===== config.mk =====
export PLATFORM = sky130hd
export DESIGN_NAME = icache_fetch
export DESIGN_NICKNAME = d
export VERILOG_FILES = /design/src/rtl/icache_fetch.sv
export SDC_FILE = /design/constraint.sdc
export NUM_CORES = 2
export LEC_CHECK = 0
export CORE_MARGIN = 1.5
export CORE_UTILIZATION = 30
export CTS_BUF_LIST = sky130_fd_sc_hd__clkbuf_4 sky130_fd_sc_hd__clkbuf_8
export DETAILED_ROUTE_END_ITERATION = 16
export PLACE_DENSITY = 0.46
export SYNTH_ARGS = -nofsm -noshare
export SYNTH_HDL_FRONTEND = slang
export SYNTH_SLANG_ARGS = --single-unit
export TNS_END_PERCENT = 20

===== constraint.sdc =====
create_clock -name clk -period 8.46 [get_ports clk]
set_input_delay 1.692 -clock clk [delete_from_list [all_inputs] [get_ports clk]]
set_output_delay 1.692 -clock clk [all_outputs]
set_load 0.01 [all_outputs]

===== src/rtl/icache_fetch.sv =====
// Direct-mapped, read-only instruction cache: hits answer the next cycle,
// misses refill a whole line from backing memory over a req/ack handshake.
module icache_fetch #(
  parameter int LINES = 16,
  parameter int WORDS = 4
) (
  input  logic        clk,
  input  logic        reset,
  input  logic        cpu_req,
  input  logic [31:0] cpu_addr,
  output logic [31:0] cpu_instr,
  output logic        cpu_valid,
  input  logic        flush,
  output logic        mem_req,
  output logic [31:0] mem_addr,
  input  logic [31:0] mem_rdata,
  input  logic        mem_ack
);
  localparam int INDEX_W  = $clog2(LINES);
  localparam int OFFSET_W = $clog2(WORDS);
  localparam int TAG_W    = 32 - 2 - OFFSET_W - INDEX_W;
  localparam logic [OFFSET_W-1:0] LAST_WORD = OFFSET_W'(WORDS - 1);

  typedef enum logic [1:0] {IDLE, REFILL, RESPOND} state_t;

  state_t              state_q, state_d;
  logic [LINES-1:0]    valid_q, valid_d;
  logic [OFFSET_W-1:0] cnt_q, cnt_d, cnt_inc;
  logic                flushed_q, flushed_d;
  logic                mem_req_q, mem_req_d;
  logic [31:0]         mem_addr_q, mem_addr_d;
  logic                cpu_valid_q, cpu_valid_d;
  logic [31:0]         cpu_instr_q, cpu_instr_d;

  logic [TAG_W-1:0]    req_tag_q, req_tag_d;
  logic [INDEX_W-1:0]  req_idx_q, req_idx_d;
  logic [OFFSET_W-1:0] req_off_q, req_off_d;
  logic [31:0]         crit_q, crit_d;

  logic [TAG_W-1:0]    tag_mem  [LINES];
  logic [31:0]         data_mem [LINES*WORDS];

  logic [TAG_W-1:0]    a_tag;
  logic [INDEX_W-1:0]  a_idx;
  logic [OFFSET_W-1:0] a_off;
  logic                hit, ack, data_we, tag_we;
  logic                unused_addr_bits;

  assign a_off = cpu_addr[OFFSET_W+1:2];
  assign a_idx = cpu_addr[OFFSET_W+INDEX_W+1:OFFSET_W+2];
  assign a_tag = cpu_addr[31:OFFSET_W+INDEX_W+2];
  assign unused_addr_bits = ^cpu_addr[1:0];

  // A same-cycle flush invalidates before the lookup, so it forces a miss.
  assign hit = valid_q[a_idx] && (tag_mem[a_idx] == a_tag) && !flush;
  assign ack = mem_ack && mem_req_q;
  assign cnt_inc = cnt_q + 1'b1;

  always_comb begin
    state_d     = state_q;
    valid_d     = valid_q;
    cnt_d       = cnt_q;
    flushed_d   = flushed_q;
    mem_req_d   = mem_req_q;
    mem_addr_d  = mem_addr_q;
    cpu_valid_d = 1'b0;
    cpu_instr_d = cpu_instr_q;
    req_tag_d   = req_tag_q;
    req_idx_d   = req_idx_q;
    req_off_d   = req_off_q;
    crit_d      = crit_q;
    data_we     = 1'b0;
    tag_we      = 1'b0;

    case (state_q)
      IDLE: begin
        if (cpu_req) begin
          if (hit) begin
            cpu_valid_d = 1'b1;
            cpu_instr_d = data_mem[{a_idx, a_off}];
          end else begin
            req_tag_d  = a_tag;
            req_idx_d  = a_idx;
            req_off_d  = a_off;
            cnt_d      = '0;
            flushed_d  = 1'b0;
            mem_req_d  = 1'b1;
            mem_addr_d = {a_tag, a_idx, {OFFSET_W{1'b0}}, 2'b00};
            state_d    = REFILL;
          end
        end
      end

      REFILL: begin
        if (flush) flushed_d = 1'b1;
        if (ack) begin
          data_we = 1'b1;
          cnt_d   = cnt_inc;
          // Keep the requested word aside so RESPOND needs no array read.
          if (cnt_q == req_off_q) crit_d = mem_rdata;
          if (cnt_q == LAST_WORD) begin
            mem_req_d = 1'b0;
            tag_we    = 1'b1;
            state_d   = RESPOND;
            if (!flushed_q) valid_d[req_idx_q] = 1'b1;
          end else begin
            mem_addr_d = {req_tag_q, req_idx_q, cnt_inc, 2'b00};
          end
        end
      end

      RESPOND: begin
        cpu_valid_d = 1'b1;
        cpu_instr_d = crit_q;
        state_d     = IDLE;
      end

      default: state_d = IDLE;
    endcase

    if (flush) valid_d = '0;
  end

  always_ff @(posedge clk or posedge reset) begin
    if (reset) begin
      state_q     <= IDLE;
      valid_q     <= '0;
      cnt_q       <= '0;
      flushed_q   <= 1'b0;
      mem_req_q   <= 1'b0;
      mem_addr_q  <= '0;
      cpu_valid_q <= 1'b0;
      cpu_instr_q <= '0;
    end else begin
      state_q     <= state_d;
      valid_q     <= valid_d;
      cnt_q       <= cnt_d;
      flushed_q   <= flushed_d;
      mem_req_q   <= mem_req_d;
      mem_addr_q  <= mem_addr_d;
      cpu_valid_q <= cpu_valid_d;
      cpu_instr_q <= cpu_instr_d;
    end
  end

  // Request latches and storage arrays carry no reset; valid_q guards them.
  always_ff @(posedge clk) begin
    req_tag_q <= req_tag_d;
    req_idx_q <= req_idx_d;
    req_off_q <= req_off_d;
    crit_q    <= crit_d;
    if (data_we) data_mem[{req_idx_q, cnt_q}] <= mem_rdata;
    if (tag_we) tag_mem[req_idx_q] <= req_tag_q;
  end

  assign cpu_valid = cpu_valid_q;
  assign cpu_instr = cpu_instr_q;
  assign mem_req   = mem_req_q;
  assign mem_addr  = mem_addr_q;

endmodule


After elaboration in Yosys (flattened, before gate mapping)
Memory sizes are Yosys's and may differ from the RTL's.
Cells that the tools add are included.

storage, ports and cells
  memory bits (writable) = 2432
  memories kept = 2
  flip-flop bits (word level) = 149
  input port bits = 69
  output and inout bits = 66
  word-level logic and storage cells = 100

cells by class
  $lt $le $gt $ge = 3
  equal/unequal tests = 13
  reductions and logical operators = 20
  $add $sub $neg = 1
  bitwise gates (word level) = 2
  multiplexer cells = 47

memories
  memory    words  width  read ports  clocked after Yosys merged registers in  wr ports  line  text
  data_mem  64     32     1           0                                        1         41    logic [31:0] data_mem [LINES*WORDS];
  tag_mem   16     24     1           0                                        1         40    logic [TAG_W-1:0] tag_mem [LINES];

operator list
  operator                                                                      number
  32-bit 2-to-1 mux                                                             6
  32-bit one-hot mux with 2 select lines                                        2
  16-bit 2-to-1 mux                                                             5
  24-bit equality test                                                          1
  1-bit 2-to-1 mux                                                              20
  2-bit != test, second input constant                                          8
  16-bit OR                                                                     1
  4-bit AND reduction                                                           4
  2-bit 2-to-1 mux                                                              7
  4-bit by 5-bit less-than comparator with 1-bit output, second input constant  2
  5-bit AND reduction                                                           2
  2-bit nonzero test                                                            5
  3-bit AND reduction                                                           3
  2-bit one-hot mux with 2 select lines                                         2
  1-bit one-hot mux with 2 select lines                                         3
  1-bit binary-select mux with 4-bit select                                     1
  1-bit demux with 4-bit select                                                 1
  2-bit equality test, second input constant                                    2
  4-bit by 1-bit >= comparator with 1-bit output, second input constant         1
  1-bit logical AND                                                             4
  2-bit by 1-bit adder with 2-bit output, second input constant                 1
  2-bit by 1-bit equality test with 1-bit output, second input constant         1
  2-bit equality test                                                           1
  2-bit logical NOT                                                             1
  2 further kinds                                                               2

Longest topological paths before layout
  depth after elaboration = 10
  mapped depth = 16
  mapped depth without buffers = 9

Worst setup path before layout
No wires, ideal clock.

  path kind = in2reg
  start = input cpu_addr[4]
  end = register cnt_q[0]
  arrival time = 5.297 ns
  setup time = 0.206 ns
  data required time = 8.254 ns
  buffers on the path = 5
  stages = 14
  path slack = 2.958 ns
  cell sequence = buf_4 -> buf_6 -> buf_6 -> buf_6 -> buf_4 -> mux4_2 -> nor3b_1 -> nor3_1 -> a31oi_1 -> a22oi_1 -> nor2_1 -> and3_1 -> nor2_1 -> o21ai_0

on the way
  word-level cells in the longest chain between the ends = 6
  elaborated cells on any way between the ends = 8
  classes of those cells = eq/ne (2); mux (2); reduce/logical (3); memory (1)

ends and longest elaborated chain
  what                                                                                  line  text
  start: declaration                                                                    10    input logic [31:0] cpu_addr,
  memory read 16 x 24 bit or 1-bit binary-select mux with 4-bit select (tied branches)  -
  24-bit equality test or 1-bit 2-to-1 mux (tied branches)                              55    assign hit = valid_q[a_idx] && (tag_mem[a_idx] == a_tag) && !flush;
  1-bit logical AND * (2 in series)                                                     55
  2-bit != test (no line) *                                                             -
  4-bit AND reduction (no line) *                                                       -
  end signal: assignment                                                                137   cnt_q <= cnt_d;
  end: declaration                                                                      28    logic [OFFSET_W-1:0] cnt_q, cnt_d, cnt_inc;

Mark *: on every way between the ends. The rest lies on a longest branch, timed or not. The select of a mux whose other input is x is not followed.
A chain may end at the register's enable or synchronous reset.

Worst setup path in the final report
  start = input cpu_addr[6]
  end = register mem_addr_q[26] (netlist: mem_addr[26])

on the way
  word-level cells in the longest chain between the ends = 6
  elaborated cells on any way between the ends = 8
  classes of those cells = eq/ne (2); mux (2); reduce/logical (3); memory (1)

ends and longest elaborated chain
  what                                                                                  line  text
  memory read 16 x 24 bit or 1-bit binary-select mux with 4-bit select (tied branches)  -
  24-bit equality test or 1-bit 2-to-1 mux (tied branches)                              55
  1-bit logical AND * (2 in series)                                                     55
  2-bit != test (no line) *                                                             -
  5-bit AND reduction (no line) *                                                       -
  end signal: assignment                                                                140   mem_addr_q <= mem_addr_d;
  end: declaration                                                                      31    logic [31:0] mem_addr_q, mem_addr_d;

Marked as above.

==> impl_metrics.ini <==
[place]
place_area_um2 = 106700
portBuffers = 130
dpl.hpwl_um = 170500
place_ws_ps = 1604
routabilityCongestion = 0.7533
placedCellCount = 8869

[critical_path]
crit_arrival_ps = 6750
critPathKind = in2reg
worst_setup_path_end_kind = flop
worstPathMaxFanout = 30
required_ps = 9360
cp_cell_sequence = buf_4 > nor2b_1 > buf_4 > a22oi_1 > and3_1 > nor4_1 > o2111ai_1 > nor4_2 > and3_1 > o22a_2 > mux2_1
slowest_delay_ps = 830
crit_slowest_cell = nor2b_1
start_kind = primary input

[synth]
synth_seq_area_share = 0.7770
syn_area_um2 = 99130
synth_edf_count = 2494
synthArstFlopShare = 0.03296
ys_seq_elements = 2579
ys_types = 69
syn_inst = 4461
synthFlopType = edfxtp_1
synth_warnings = 0
synth.avg_cell_area_um2 = 22.22

[timing]
layout_min_cycle_time_ps = 5852
fmax_mhz = 170.9
setup_ws_ps = 2608
hold_ws_ps = 456.8
tns_ps = 0
hold_viol = 0
finClkSkew_ps = 113.2
min_period_over_period = 0.6918
finalMaxSlewViolations = 16
worstMarginPinSlew_ps = 1517
relSlewSlack = -0.01153
setup_violations = 0
rsz0062_at_grt = no

[cts]
cts-buffers-inserted = 430
clockBufferDepth = 4
path_clk_slew_ps = 60
cts_resized = 0
clk_root_buffer_cell = clkbuf_8
clock_latency_ps = 1120
post_cts_buffers = 0
cts.sinks = 2579
cts_tree = done
hold_buffers = 0
htreeDepth = 5

[hold_path]
hold_path_class = reg2reg

[global_route]
grtUsageTotal = 0.1818
grt_max_degree = 77
grt_pass1_vias = 50916
globalRouteOverflowTotal = 0
grt_pass1_wl_um = 421200
antenna_found_initial = 26

[die]
ios = 135
rows = 210
die_w_um = 577.8
dieHeight_um = 577.8
die_area_um2 = 333900
start_util = 0.3023
coreArea_um2 = 327900

[pwr]
p_clk_frac = 0.392
p_leak_nw = 36.26
peakVddDrop_v = 0.0001705
power.share.combinational = 0.082
sw_frac_of_total = 0.2431
power.density_nw_per_um2 = 243.4
total_power_mw = 28.06
p_switching_mw = 6.819
seq_power_share = 0.526
p_int_mw = 21.24

[routing]
drt_first_pass_iters = 5
wl_per_cell_um = 31.77
first_iter_violations = 5204
vias_per_cell = 5.133
drc = 0
vias = 49581
drt_wl_total_um = 306900
ant_nets = 0

[final_layout]
drive_gt1_frac = 0.3169
area_delta_synth_final_pct = 16.27
fin_area_um2 = 115300
nFillCells = 30720
fin_cells = 9660
utilization = 0.3515
nets = 5025

[status]
status = complete, but fails checks
violations = capacitance limit, slew limit

[job]
maxCapViolations = 1
-- power by group through the flow --
stage | registers [mW] | logic, mW | clock network, mW
final | 14.8 | 2.31 | 11.0
after floorplan | 14.9 | 1.11 | 0
after CTS | 14.8 | 2.36 | 11.3
after detailed placement | 15.0 | 2.35 | 0
after global placement | 15.0 | 2.33 | 0
after global routing | 14.8 | 2.46 | 11.8
-- path summary, 6_finish.rpt --
| kind | start | to | slack [ps] | cells after the start |
|---|---|---|---|---|
| worst max-delay path | cpu_addr[6] | mem_addr[26] | 2610 | 11 |
| worst min-delay path | crit_q[1] | cpu_instr[1] | 460 | 2 |
| worst max register to register | state_q[0] | data_mem[22][27] | 3610 | 7 |
| worst min register to register | crit_q[1] | cpu_instr[1] | 460 | 2 |
| max in group asynchronous | reset | cpu_instr[8] | 6070 | 3 |
| min in group asynchronous | reset | mem_addr[21] | 1110 | 2 |
-- metal layers --
| layer | vias to the layer above | global-route usage | routed length, um |
|---|---|---|---|
| met2 | 1775 | 0.2938 | 146100 |
| met1 | 27508 | 0.2573 | 135400 |
| met3 | 437 | 0.02764 | 18350 |
| met5 | - | 0 | 0 |
| met4 | 0 | 0.04537 | 7064 |
| li1 | 19861 | - | - |
-- final cells by class --
type                    instances  area (um2)  share of cell area
flip-flops and latches       2579       77020              0.6682
multi-input cells            1628       21580              0.1873
clock buffers                 633        7636             0.06625
well taps                    4346        5438             0.04718
repair buffers                306        2640             0.02290
clock inverters               152       875.8            0.007599
inverters                      10       55.05           0.0004776
diodes                          6       15.01           0.0001303
-- state kept, by name, summed over array words and instances (netlist names) --
name	flops
cnt_q	2
cpu_instr	32
cpu_valid	1
crit_q	32
data_mem	2048
flushed_q	1
mem_addr	30
mem_req	1
req_idx_q	4
req_off_q	2
req_tag_q	24
state_q	2
tag_mem	384
valid_q	16
-- cell usage after synthesis, types with 6 or more instances --
master    instances  area (um2)
mux2_2           35       394.1
a21oi_1          46       230.2
a311oi_1         11       96.34
o22ai_1          24       150.1
a31oi_1          32       200.2
a22o_1            6       52.55
nand2b_1          9       56.30
nor4_1            6       37.54
edfxtp_1       2494       74890
xor2_1           12       105.1
buf_1            37       138.9
nor2_1          129       484.2
buf_6             9       101.4
clkbuf_1        114       427.9
nand3_1          50       250.2
o21ai_0          34       170.2
a22oi_1          29       217.7
o221ai_1         17       148.9
mux4_2          643       14480
buf_2            74       370.4
nand2_1         181       679.4
o21ai_1          18       90.09
nor3_1           13       65.06
buf_4            10       75.07
and3_1           13       81.33
mux2_1           28       315.3
and2_1           12       75.07
inv_1             7       26.28
nor2b_1          14       87.58
a221oi_1          7       61.31
dfrtp_1          85        2127
a211oi_1         19       142.6
xnor2_1          16       140.1
mux2i_1         166        1662
-- cell families after synthesis --
| group | count (synthesis) | share of synthesized area |
|---|---|---|
| flops | 2579 | 0.7770 |
| mux | 872 | 0.1700 |
| simple gates | 456 | 0.02066 |
| compound gates | 269 | 0.01797 |
| buf+inv | 255 | 0.01176 |
| xor+xnor | 28 | 0.002474 |
| fa+ha+maj | 1 | 0.0001262 |
| other cells | 1 | 0.00003783 |
-- cell usage in the layout, fill, tap and decap left out, types with 6 or more instances in the layout --
cell type and n:
mux4_2 643, and2_1 12, a22o_1 6, a21oi_1 46, nor2b_1 11, o221ai_1 17
nor4_1 6, o22ai_1 24, nor2_1 47, mux2_1 28, clkbuf_4 172, xnor2_1 16
a221oi_1 7, clkinvlp_4 11, diode_2 6, a211oi_1 19, o21ai_0 34, and3_1 13
clkinv_2 25, a31oi_1 32, o21ai_1 18, clkinv_1 98, buf_4 165, mux2_2 35
clkbuf_8 461, mux2i_1 166, nand3_1 50, nor2_4 81, a311oi_1 11, dfrtp_1 85
inv_6 6, buf_2 32, xor2_1 12, nand2_1 181, clkdlybuf4s50_1 92, nor3_1 12
buf_12 13, edfxtp_1 2494, a22oi_1 29, nand2b_1 8
-- critical path: cells and delay by family --
family | cells | cell delay [ps]
AO/OA/AOI/OAI | 3 | 1330
buffers and inverters | 2 | 640
multiplexers | 1 | 390
AND/OR/NAND/NOR | 5 | 2620
Power figures use the tool's default switching activity.
